File: src/rtl/pipe_pkg.sv
// Shared types for the hxd32 pipeline: forward selects, rd source codes,
// hazard-unit FSM states and scoreboard entries.
package pipe_pkg;

    localparam int unsigned RF_AW = 5;

    typedef enum logic [1:0] {
        FWD_NONE = 2'b00,
        FWD_MEM  = 2'b01,
        FWD_WB   = 2'b10
    } fwd_sel_t;

    localparam logic [1:0] RD_SEL_ALU  = 2'd0;
    localparam logic [1:0] RD_SEL_DRAM = 2'd1;
    localparam logic [1:0] RD_SEL_PC   = 2'd2;
    localparam logic [1:0] RD_SEL_IMM  = 2'd3;

    typedef enum logic {
        RUN  = 1'b0,
        KILL = 1'b1
    } hdu_state_t;

    typedef struct packed {
        logic             v;
        logic [RF_AW-1:0] addr;
        logic             is_load;
    } sb_entry_t;

endpackage

File: src/rtl/pipe_hdu_fwd.sv
// Operand forward select for one EX source register against the
// MEM and WB scoreboard entries; the younger MEM entry wins.
module pipe_hdu_fwd
    import pipe_pkg::*;
(
    input  logic [RF_AW-1:0] rs_addr_i,
    input  sb_entry_t        mem_i,
    input  sb_entry_t        wb_i,
    output fwd_sel_t         sel_o
);

    logic rs_nz;
    logic mem_hit;
    logic wb_hit;

    always_comb begin
        rs_nz   = |rs_addr_i;
        mem_hit = rs_nz & mem_i.v & (mem_i.addr == rs_addr_i);
        wb_hit  = rs_nz & wb_i.v & (wb_i.addr == rs_addr_i) & ~mem_hit;
        sel_o   = FWD_NONE;
        unique case (1'b1)
            mem_hit: sel_o = FWD_MEM;
            wb_hit:  sel_o = FWD_WB;
            default: sel_o = FWD_NONE;
        endcase
        assert ($onehot0({mem_hit, wb_hit}))
            else $error("pipe_hdu_fwd: both hit paths active");
    end

endmodule

File: src/rtl/pipe_hdu.sv
// Hazard detection and forwarding unit for the hxd32 5-stage pipe:
// EX forward selects, load-use stall, branch flush and wrong-path kill.
module pipe_hdu
    import pipe_pkg::*;
#(
    parameter int unsigned XLEN      = 32,
    parameter int unsigned REG_ADDRW = 5
) (
    input  logic                 clk_i,
    input  logic                 rst_n_i,
    input  logic                 ex_rd_wr_en_i,
    input  logic [1:0]           ex_rd_wr_sel_i,
    input  logic [REG_ADDRW-1:0] ex_rd_wr_addr_i,
    input  logic [REG_ADDRW-1:0] ex_rs1_addr_i,
    input  logic [REG_ADDRW-1:0] ex_rs2_addr_i,
    input  logic                 ex_pc_wr_en_i,
    input  logic [REG_ADDRW-1:0] id_rs1_addr_i,
    input  logic [REG_ADDRW-1:0] id_rs2_addr_i,
    input  logic [1:0]           id_rs_used_i,
    output fwd_sel_t             fwd_a_sel_o,
    output fwd_sel_t             fwd_b_sel_o,
    output logic                 stall_o,
    output logic                 flush_o,
    output logic                 ex_kill_o
);

    hdu_state_t state_q, state_d;
    sb_entry_t  sb_mem_q, sb_mem_d;
    sb_entry_t  sb_wb_q, sb_wb_d;

    logic ex_wr;
    logic ex_is_load;
    logic id_dep;
    logic flush;

    assign ex_kill_o = (state_q == KILL);

    always_comb begin
        ex_wr      = ex_rd_wr_en_i & ~ex_kill_o & (|ex_rd_wr_addr_i);
        ex_is_load = (ex_rd_wr_sel_i == RD_SEL_DRAM);
        id_dep     = (id_rs_used_i[0] & (id_rs1_addr_i == ex_rd_wr_addr_i))
                   | (id_rs_used_i[1] & (id_rs2_addr_i == ex_rd_wr_addr_i));

        sb_mem_d.v       = ex_wr;
        sb_mem_d.addr    = ex_rd_wr_addr_i;
        sb_mem_d.is_load = ex_wr & ex_is_load;
        sb_wb_d          = sb_mem_q;

        state_d = state_q;
        flush   = 1'b0;
        unique case (state_q)
            RUN: begin
                if (ex_pc_wr_en_i & ~ex_kill_o) begin
                    flush   = 1'b1;
                    state_d = KILL;
                end
            end
            // Instr fetched past the branch is in EX now; it cannot redirect.
            KILL: state_d = RUN;
            default: state_d = RUN;
        endcase

        // A taken branch squashes the consumer, so it never needs the stall.
        stall_o = rst_n_i & ex_wr & ex_is_load & id_dep & ~ex_pc_wr_en_i;
        flush_o = rst_n_i & flush;
    end

    always_ff @(posedge clk_i or negedge rst_n_i) begin
        if (!rst_n_i) begin
            state_q  <= RUN;
            sb_mem_q <= '0;
            sb_wb_q  <= '0;
        end else begin
            state_q  <= state_d;
            sb_mem_q <= sb_mem_d;
            sb_wb_q  <= sb_wb_d;
        end
    end

    pipe_hdu_fwd u_fwd_a (
        .rs_addr_i (ex_rs1_addr_i),
        .mem_i     (sb_mem_q),
        .wb_i      (sb_wb_q),
        .sel_o     (fwd_a_sel_o)
    );

    pipe_hdu_fwd u_fwd_b (
        .rs_addr_i (ex_rs2_addr_i),
        .mem_i     (sb_mem_q),
        .wb_i      (sb_wb_q),
        .sel_o     (fwd_b_sel_o)
    );

    a_no_mem_load_fwd : assert property (@(posedge clk_i) disable iff (!rst_n_i)
        !(sb_mem_q.is_load &&
          ((fwd_a_sel_o == FWD_MEM) || (fwd_b_sel_o == FWD_MEM))))
        else $error("pipe_hdu: load forwarded from MEM (XLEN=%0d)", XLEN);

    a_no_stall_flush : assert property (@(posedge clk_i) disable iff (!rst_n_i)
        !(stall_o && flush_o))
        else $error("pipe_hdu: stall and flush together");

    a_kill_single : assert property (@(posedge clk_i) disable iff (!rst_n_i)
        ex_kill_o |=> !ex_kill_o)
        else $error("pipe_hdu: ex_kill_o two cycles in a row");

endmodule
File: config.mk
export PLATFORM = sky130hd
export DESIGN_NAME = pipe_hdu
export DESIGN_NICKNAME = d
export VERILOG_FILES = /design/src/rtl/pipe_pkg.sv /design/src/rtl/pipe_hdu_fwd.sv /design/src/rtl/pipe_hdu.sv
export SDC_FILE = /design/constraint.sdc
export NUM_CORES = 1
export LEC_CHECK = 0
export CAP_MARGIN = 30
export CORE_MARGIN = 3
export CORE_UTILIZATION = 42
export CTS_BUF_LIST = sky130_fd_sc_hd__clkbuf_4 sky130_fd_sc_hd__clkbuf_8 sky130_fd_sc_hd__clkbuf_16
export DETAILED_ROUTE_END_ITERATION = 8
export MAX_ROUTING_LAYER = met4
export PLACE_DENSITY = 0.92
export SYNTH_ARGS = -nofsm -noshare
export SYNTH_HDL_FRONTEND = slang
export SYNTH_SLANG_ARGS = --single-unit
File: constraint.sdc
create_clock -name clk_i -period 2.8 [get_ports clk_i]
set_input_delay 0.56 -clock clk_i [delete_from_list [all_inputs] [get_ports clk_i]]
set_output_delay 0.56 -clock clk_i [all_outputs]
set_load 0.03 [all_outputs]
==> metrics.md, run 1 <==
| Metric | Value |
|---|---|
| Main combinational cell family by area after synthesis | XOR/XNOR gates |
| Grt ovf | 0 |
| Critical path's slowest cell | clkdlybuf4s50_1 |
| Largest net degree at the start of global routing | 15 |
| Slew HR | 79.8% |
| Synth top area share | 41.2% |
| CORE AREA | 0.00175 mm2 |
| Syn-to-layout area delta | 67.5% |
| CP startpoint kind | input port |
| Diode count | 0 |
| Post-route ant nets | 0 |
| Proportion of synthesized area in mux cells | 0% |
| Post-synthesis net count | 103 |
| CP Data Required Time | 2.24 ns |
| Clock tree buffer depth | 2 |
| I/O Pins | 40 |
| Synth Area in Adders | 0% |
| Num rows | 15 |
| Final Hold Viols | 0 |
| Pins Over Slew Limit | 0 |
| Worst hold path class | reg -> reg |
| Worst-Margin Slew | 0.300 ns |
| CP max FO | 2 |
| RD Place Congestion | 0.874 |
| Layout cells sized above 1 | 23.2% |
| PwrDens | 340 mW/mm2 |
| Skew-Pair Late Insertion Delay | 0.27 ns |
| Via density | 4.87 |
| Die boundary width | 49.4 um |
| Hold path startpoint | sb_mem_q[6] |
| # setup viols final | 0 |
| WP buf/inv | 3 |
| CP Cell Sequence | clkdlybuf4s50_1, or4_4, nor2_4, nor4_2, buf_4, nor4_4, buf_4 |
| Compound-Gate Fraction of Synth Area | 1.27% |
| TritonRoute pass-1 iters | 2 |
| Die area | 0.00244 mm2 |
| Fin Hold WS | 0.432 ns |
| Delay of the slowest critical-path stage | 0.44 ns |
| Flop-to-flop setup slack | 2.00 ns |
| Ys Warns | 0 |
| Crit-path most repeated cell | buf_4 |
| Reg2Reg Depth | 2 |
| Syn Area/Cell | 11.3 um2 |
| GRT Total Usage | 18.9% |
| WL final | 2.02 mm |
| Hold Buf Count CTS | 0 |
| Post-layout min period | 2.73 ns |
| Global-route wire length before repair | 3.44 mm |
| Syn Inst Count | 70 |
| Fin Setup TNS | 0 ns |
| CP Capture Type | primary output |
| Largest delay contributor family on the critical path | simple AND/OR/NAND/NOR gates |
| Leakage | 0.533 nW |
| Most frequent cells in the layout | 29 x clkdlybuf4s50_1, 18 x xnor2_1, 17 x buf_4, 13 x dfrtp_1, 12 x xor2_1 |
| Grt met1 use | 18.3% |
| Port Buf Inserts | 39 |
| Worst hold path depth | 0 |
| WHS Endpoint | sb_wb_q[6] |
| Largest area contributor in the netlist | dfrtp_1 |
| Status | completed |
| Detailed placement HPWL | 1.74 mm |
| Top cells by area, synth | dfrtp_1 41%, xnor2_1 20%, xor2_1 13%, nor4_2 6.3%, nand4_1 3.2% |
| Post-Route Skew | 0.00802 ns |
| # DRC | 0 |
| Met3 Use GR | 4.28% |
| Number of fill cells | 126 |
| CP arrival | 2.17 ns |
| CTS sink count | 13 |
| R2R Path End | sb_mem_q[6] |
| GR met2 Demand/Resource | 34.8% |
| Clk root buf | clkbuf_4 |
| Fmax | 366 MHz |
| CTS H-tree depth | 1 |
| Most common cell after layout, fill and taps aside | clkdlybuf4s50_1 |
| Synthesized area | 790 um2 |
| RSZ-0062 raised after global routing | no |
| Synth Area in Simple Gates | 24.2% |
| Drt wl/cell | 13.5 um |
| Worst r2r src | ex_kill_o |
| Die Ht | 49.4 um |
| TritonCTS clock tree | done |
| Synthesis-stage register bit count | 13 |
| Initial Utilization | 45.2% |
| Initial antenna violation count | 0 |
| Nets | 159 |
| Number of DRC markers in iteration 0 | 3 |
| Setup CP Type | in -> out |
| Xor/xnor share of the synthesized area | 33.3% |
| Max Cap Viol | 0 |
| Synth unique cells | 17 |
| Worst-path clk slew | 0.08 ns |
| Sequential-to-total area share from yosys stat | 41.2% |
| Peak supply drop | 0.300 mV |
| TritonCTS buffer count | 3 |
| Final worst-path cycle share | 97.5% |
| Vias after detailed routing | 731 |
| Vias in the first global route | 808 |
| Busiest grt layer | met2 |
## logic make-up after synthesis
group           after synthesis
compound gates                2
xor+xnor                     30
flops                        13
simple gates                 25
## synthesized netlist by cell type
cell      instances
a21oi_1           2
and2_1            1
dfrtp_1          13
nand2_1           3
nand2b_1          1
nand3_1           2
nand4_1           4
nor2_1            1
nor2_4            2
nor2b_1           1
nor3_1            1
nor4_1            2
nor4_2            4
nor4bb_1          1
or4_4             2
xnor2_1          18
xor2_1           12
## state kept, by name, summed over array words and instances (netlist names)
signal,flops
ex_kill_o,1
sb_mem_q,6
sb_wb_q,6
## cell type report
cell class | instances | area, um2 | area share [%]
clock inverter | 1 | 5.00 | 0.378
clock buffer | 3 | 22.5 | 1.70
sequential | 13 | 325 | 24.6
timing repair buffer | 51 | 465 | 35.2
tap | 25 | 31.3 | 2.37
multi-input combinational | 57 | 473 | 35.8
## per-layer routing
metal | wire [um] | up-vias
met5 | 0 | -
met4 | 23 | 0
met3 | 169 | 4
met2 | 1120 | 39
met1 | 701 | 332
li1 | - | 356
## worst max path at each step
| stage | cells after the start | start | slack [ns] | to |
|---|---|---|---|---|
| finish | 7 | ex_rs1_addr_i[0] | 0.07 | fwd_a_sel_o[1] |
| global route | 6 | ex_rs2_addr_i[3] | 0.02 | fwd_b_sel_o[1] |
| global placement | 5 | ex_rs1_addr_i[3] | -0.06 | fwd_a_sel_o[0] |
| detailed placement | 5 | ex_rs1_addr_i[3] | -0.11 | fwd_a_sel_o[0] |
| CTS | 7 | ex_rs1_addr_i[0] | 0.04 | fwd_a_sel_o[1] |
| floorplan | 4 | ex_rs2_addr_i[1] | 0.26 | fwd_b_sel_o[1] |
## worst reg2reg max path, delay by kind of cell, from the launching register on
kind | cells | cell delay [ns]
compound gates | 1 | 0.16
flops | 1 | 0.40
simple gates | 1 | 0.15
## metrics by stage
stage | worst slack, ns | instances | instance area, um2 | total power, mW | utilization (%)
floorplan | 0.257 | 70 | 790 | 0.260 | -
global placement | -0.0614 | 144 | 1270 | 0.339 | 73.0
detailed placement | -0.111 | 144 | 1270 | 0.345 | 73.0
CTS | 0.0373 | 149 | 1300 | 0.455 | 74.7
global route | 0.0152 | 150 | 1320 | 0.474 | 75.8
finish | 0.0710 | 150 | 1320 | 0.450 | 75.8
## power by group
part	switching (mW)	internal, mW	total (mW)
Combinational	0.0532	0.0789	0.132
Clock	0.0565	0.0528	0.109
Sequential	0.0103	0.198	0.208
Total	0.120	0.330	0.450
## timing repair
action | CTS | global route
hold endpoints to repair | 0 | 0
gates cloned | 0 | 0
gates resized for setup | 4 | 2
buffers inserted | 1 | 1
endpoints found under the setup margin | 2 | 2
pin swaps | 2 | 4
Power figures use the tool's default switching activity.
==> inputs of run 2 (changes only) <==
--- a/constraint.sdc
+++ b/constraint.sdc
@@ -3,2 +3,2 @@
 set_output_delay 0.56 -clock clk_i [all_outputs]
-set_load 0.03 [all_outputs]
+set_load 0.01 [all_outputs]
==> run 2 against run 1 <==
Sequential share of layout area fell by 0.32 points. Power up 2.4%. Combinational power is essentially flat. Routed wire length increased by 1.3%. Non-clock buffer count grew 3. Largest power group unchanged. Largest cell class is now buffers.
==> metrics.md, run 2 (synthesized netlist as in run 1, its figures left out) <==
| Metric | Value |
|---|---|
| Status | completed |
| CORE AREA | 0.00175 mm2 |
| Post-layout min period | 2.68 ns |
| GRT Total Usage | 19.5% |
| Number of fill cells | 134 |
| RSZ-0062 raised after global routing | no |
| WL final | 2.04 mm |
| Vias after detailed routing | 752 |
| Worst hold path class | reg -> reg |
| Fin Hold WS | 0.423 ns |
| Final instance area | 0.00134 mm2 |
| Via density | 4.92 |
| Nets | 162 |
| CTS H-tree depth | 1 |
| Worst-Margin Slew | 0.298 ns |
| Fmax | 373 MHz |
| Pins Over Slew Limit | 0 |
| Post-CTS setup buffers | 0 |
| CTS sink count | 13 |
| Diode count | 0 |
| CP Capture Type | primary output |
| R2R Path End | sb_mem_q[6] |
| Die boundary width | 49.4 um |
| Most common cell after layout, fill and taps aside | clkdlybuf4s50_1 |
| Die Ht | 49.4 um |
| Post-Route Skew | 0.000278 ns |
| Largest delay contributor family on the critical path | simple AND/OR/NAND/NOR gates |
| RD Place Congestion | 0.871 |
| TritonCTS clock tree | done |
| Grt ovf | 0 |
| Leakage | 0.537 nW |
| Drt wl/cell | 13.4 um |
| Max Cap Viol | 0 |
| Worst hold path depth | 0 |
| CP Cell Sequence | clkdlybuf4s50_1, or4_4, nor2_4, nor4_2, nor4_2, buf_2 |
| Post-route ant nets | 0 |
| Clock tree buffer depth | 2 |
| Reg2Reg Depth | 2 |
| WP buf/inv | 2 |
| CP arrival | 2.12 ns |
| Detailed placement HPWL | 1.75 mm |
| Crit-path most repeated cell | nor4_2 |
| WHS Endpoint | sb_wb_q[6] |
| Die area | 0.00244 mm2 |
| Worst-path clk slew | 0.07 ns |
| TritonRoute pass-1 iters | 4 |
| Final worst-path cycle share | 95.7% |
| Layout cells sized above 1 | 22.7% |
| Delay of the slowest critical-path stage | 0.56 ns |
| Largest net degree at the start of global routing | 15 |
| TritonCTS buffer count | 3 |
| Most frequent cells in the layout | 34 x clkdlybuf4s50_1, 18 x xnor2_1, 15 x buf_4, 13 x dfrtp_1, 12 x xor2_1 |
| CP startpoint kind | input port |
| Finished Layout Cells | 153 |
| CP max FO | 2 |
| Initial Utilization | 45.2% |
| Critical path's slowest cell | or4_4 |
| Flop-to-flop setup slack | 1.92 ns |
| I/O Pins | 40 |
| Num rows | 15 |
| Global-route wire length before repair | 3.45 mm |
| # setup viols final | 0 |
| Skew-Pair Late Insertion Delay | 0.26 ns |
| Peak supply drop | 0.276 mV |
| Hold path startpoint | sb_mem_q[6] |
| PwrDens | 344 mW/mm2 |
| Clk root buf | clkbuf_4 |
| Placement Cell Area | 0.00132 mm2 |
| Placed Instances | 149 |
| Vias in the first global route | 803 |
| # DRC | 0 |
| Hold Buf Count CTS | 0 |
| Number of DRC markers in iteration 0 | 4 |
| Setup CP Type | in -> out |
| Worst r2r src | ex_kill_o |
| Initial antenna violation count | 0 |
| CP Data Required Time | 2.24 ns |
| Final Hold Viols | 0 |
| Syn-to-layout area delta | 69.7% |
| Port Buf Inserts | 39 |
| Slew HR | 80.0% |
run 2: worst reg2reg max path: stages, from the launching register on:
cell,delay (ns)
dfrtp_1,0.42
nand2b_1,0.17
a21oi_1,0.20
run 2: area by class of cell:
class | instances | area, um2 | area share, %
multi-input cells | 57 | 464 | 34.6
well taps | 25 | 31.3 | 2.33
flip-flops and latches | 13 | 325 | 24.3
repair buffers | 54 | 489 | 36.5
clock buffers | 4 | 30.0 | 2.24
run 2: power by group:
part / internal, mW / switching, mW / total [mW]
combinational: 0.0851 / 0.0482 / 0.133
clock: 0.0648 / 0.0540 / 0.119
sequential: 0.198 / 0.0103 / 0.208
total: 0.348 / 0.113 / 0.460
run 2: how the worst max path moves through the flow:
stage / endpoint / startpoint / slack (ns) / cells past startpoint
finish: fwd_a_sel_o[1] / ex_rs1_addr_i[0] / 0.12 / 6
CTS: fwd_a_sel_o[1] / ex_rs1_addr_i[0] / 0.0004 / 6
floorplan: fwd_b_sel_o[1] / ex_rs2_addr_i[1] / 0.62 / 4
global route: stall_o / ex_rd_wr_addr_i[2] / 0.005 / 6
global placement: fwd_b_sel_o[1] / ex_rs2_addr_i[2] / -0.26 / 6
detailed placement: fwd_a_sel_o[1] / ex_rs1_addr_i[0] / -0.31 / 6
run 2: routing by layer:
layer / GRT usage (%) / wire length [um]
met5: - / 0
met1: 18.6 / 705
met2: 35.3 / 1080
met4: 13.7 / 102
met3: 3.06 / 157
run 2: per-stage QoR:
stage          power (mW)  worst slack (ns)  setup TNS [ns]  util, %
2_1_floorplan       0.256             0.617               0        -
3_3_place_gp        0.341            -0.264          -0.676     75.8
3_5_place_dp        0.347            -0.313          -0.879     75.8
4_1_cts             0.467          0.000445               0     77.4
5_1_grt             0.483           0.00544               0     76.8
6_report            0.460             0.119               0     76.8
run 2: timing repair:
item / 4_1_cts / 5_1_grt
hold endpoints to repair: 0 / 0
resized for setup: 8 / 2
setup endpoints to repair: 5 / 2
pin swaps: 1 / 0
==> inputs of run 3 (changes only) <==
Settings changed: CTS_CLUSTER_SIZE set to 20, SKIP_LAST_GASP set to 1.
==> run 3 against run 2 <==
Worst setup slack lost 0.010 ns. Combinational power is essentially flat. Final area is the same. Critical path type unchanged. Critical endpoint unchanged. Largest cell class unchanged. Highest routed layer unchanged.
==> metrics.md, run 3 (synthesized netlist as in run 1, its figures left out) <==
| Metric | Value |
|---|---|
| TritonRoute pass-1 iters | 4 |
| RSZ-0062 raised after global routing | no |
| Flop-to-flop setup slack | 1.92 ns |
| Fmax | 372 MHz |
| Leakage | 0.536 nW |
| TritonCTS buffer count | 3 |
| RD Place Congestion | 0.871 |
| TritonCTS clock tree | done |
| Initial Utilization | 45.2% |
| Reg2Reg Depth | 2 |
| Critical path's slowest cell | or4_4 |
| Number of fill cells | 134 |
| Final worst-path cycle share | 96.1% |
| Fin Hold WS | 0.423 ns |
| Number of DRC markers in iteration 0 | 4 |
| Setup crit start | ex_rs1_addr_i[0] |
| Skew-Pair Late Insertion Delay | 0.26 ns |
| WHS Endpoint | sb_wb_q[6] |
| Via density | 4.92 |
| Post-Route Skew | 0.000278 ns |
| Post-route ant nets | 0 |
| Die Ht | 49.4 um |
| Most common cell after layout, fill and taps aside | clkdlybuf4s50_1 |
| Initial antenna violation count | 0 |
| Placed Instances | 149 |
| Worst r2r src | ex_kill_o |
| Slew HR | 80.0% |
| CP arrival | 2.13 ns |
| GR met2 Demand/Resource | 35.3% |
| Peak supply drop | 0.276 mV |
| Post-layout min period | 2.69 ns |
| CP startpoint kind | input port |
| WL final | 2.04 mm |
| Setup CP Type | in -> out |
| Drt wl/cell | 13.4 um |
| Global-route wire length before repair | 3.45 mm |
| Clk root buf | clkbuf_4 |
| Largest net degree at the start of global routing | 15 |
| PwrDens | 344 mW/mm2 |
| # DRC | 0 |
| Die boundary width | 49.4 um |
| Worst hold path depth | 0 |
| Worst-Margin Slew | 0.298 ns |
| GRT Total Usage | 19.5% |
| Nets | 162 |
| Hold Buf Count CTS | 0 |
| CP Data Required Time | 2.24 ns |
| Met3 Use GR | 3.06% |
| Grt ovf | 0 |
| Most frequent cells in the layout | 34 x clkdlybuf4s50_1, 18 x xnor2_1, 15 x buf_4, 13 x dfrtp_1, 12 x xor2_1 |
| Delay of the slowest critical-path stage | 0.56 ns |
| # setup viols final | 0 |
| Detailed placement HPWL | 1.75 mm |
| R2R Path End | sb_mem_q[6] |
| Grt met1 use | 18.6% |
| Layout cells sized above 1 | 22.7% |
| Pins Over Slew Limit | 0 |
| CTS H-tree depth | 1 |
| Clock tree buffer depth | 2 |
| CORE AREA | 0.00175 mm2 |
| Syn-to-layout area delta | 69.7% |
| Worst hold path class | reg -> reg |
| Status | completed |
| I/O Pins | 40 |
| Vias after detailed routing | 752 |
| Busiest grt layer | met2 |
| CP Capture Type | primary output |
| Hold path startpoint | sb_mem_q[6] |
| Crit-path most repeated cell | nor4_2 |
| CP max FO | 2 |
| Diode count | 0 |
| Vias in the first global route | 803 |
| Worst-path clk slew | 0.07 ns |
| Die area | 0.00244 mm2 |
| Fin Setup TNS | 0 ns |
| Port Buf Inserts | 39 |
| Num rows | 15 |
| Finished Layout Cells | 153 |
| CP Cell Sequence | clkdlybuf4s50_1, or4_4, nor2_4, nor4_2, nor4_2, clkbuf_2 |
| Max Cap Viol | 0 |
| Final Hold Viols | 0 |
| CTS sink count | 13 |
-- run 3: cell types whose count changed in the layout (fill, tap and decap cells not counted) --
cell      previous run  this run
buf_2                1         0
clkbuf_2             1         2
-- run 3: worst max-delay path by stage --
stage                      to  slack [ns]
4_1_cts        fwd_a_sel_o[1]       -0.03
2_1_floorplan  fwd_b_sel_o[1]        0.62
3_3_place_gp   fwd_b_sel_o[1]       -0.26
6_report       fwd_a_sel_o[1]        0.11
3_5_place_dp   fwd_a_sel_o[1]       -0.31
5_1_grt               stall_o       0.005
-- run 3: stage by stage --
step                      util (%)  total power, mW  setup slack, ns  cell area, um2
after global routing          76.8            0.483          0.00544            1340
final                         76.8            0.460            0.109            1340
after CTS                     77.3            0.467          -0.0318            1350
after detailed placement      75.8            0.347           -0.313            1320
after global placement        75.8            0.341           -0.264            1320
after floorplan                  -            0.256            0.617             790
-- run 3: timing repair --
item | in CTS | in global routing
endpoints found under the setup margin | 5 | 2
pin swaps | 1 | 0
buffers inserted | 0 | 0
resized for setup | 6 | 3
endpoints found under the hold margin | 0 | 0
-- run 3: metal layers --
metal / wire, um / vias to the layer above
li1: - / 362
met1: 710 / 341
met2: 1080 / 41
met3: 152 / 8
met4: 102 / 0
met5: 0 / -
-- run 3: report_power, final --
group	leakage (nW)	internal, mW	switching [mW]	total [mW]
logic	0.364	0.0851	0.0482	0.133
clock network	0.0184	0.0648	0.0540	0.119
registers	0.154	0.198	0.0103	0.208
total	0.536	0.348	0.113	0.460
-- run 3: worst max-delay path: cells and delay by family --
family | cells | cell delay (ns)
AND/OR/NAND/NOR | 4 | 0.97
buffers and inverters | 2 | 0.60
-- run 3: layout make-up --
cell class                      instances  area [um2]  area share, %
Tap cell                               25        31.3           2.33
Timing Repair Buffer                   54         489           36.5
Sequential cell                        13         325           24.3
Clock buffer                            4        30.0           2.24
Multi-Input combinational cell         57         464           34.6
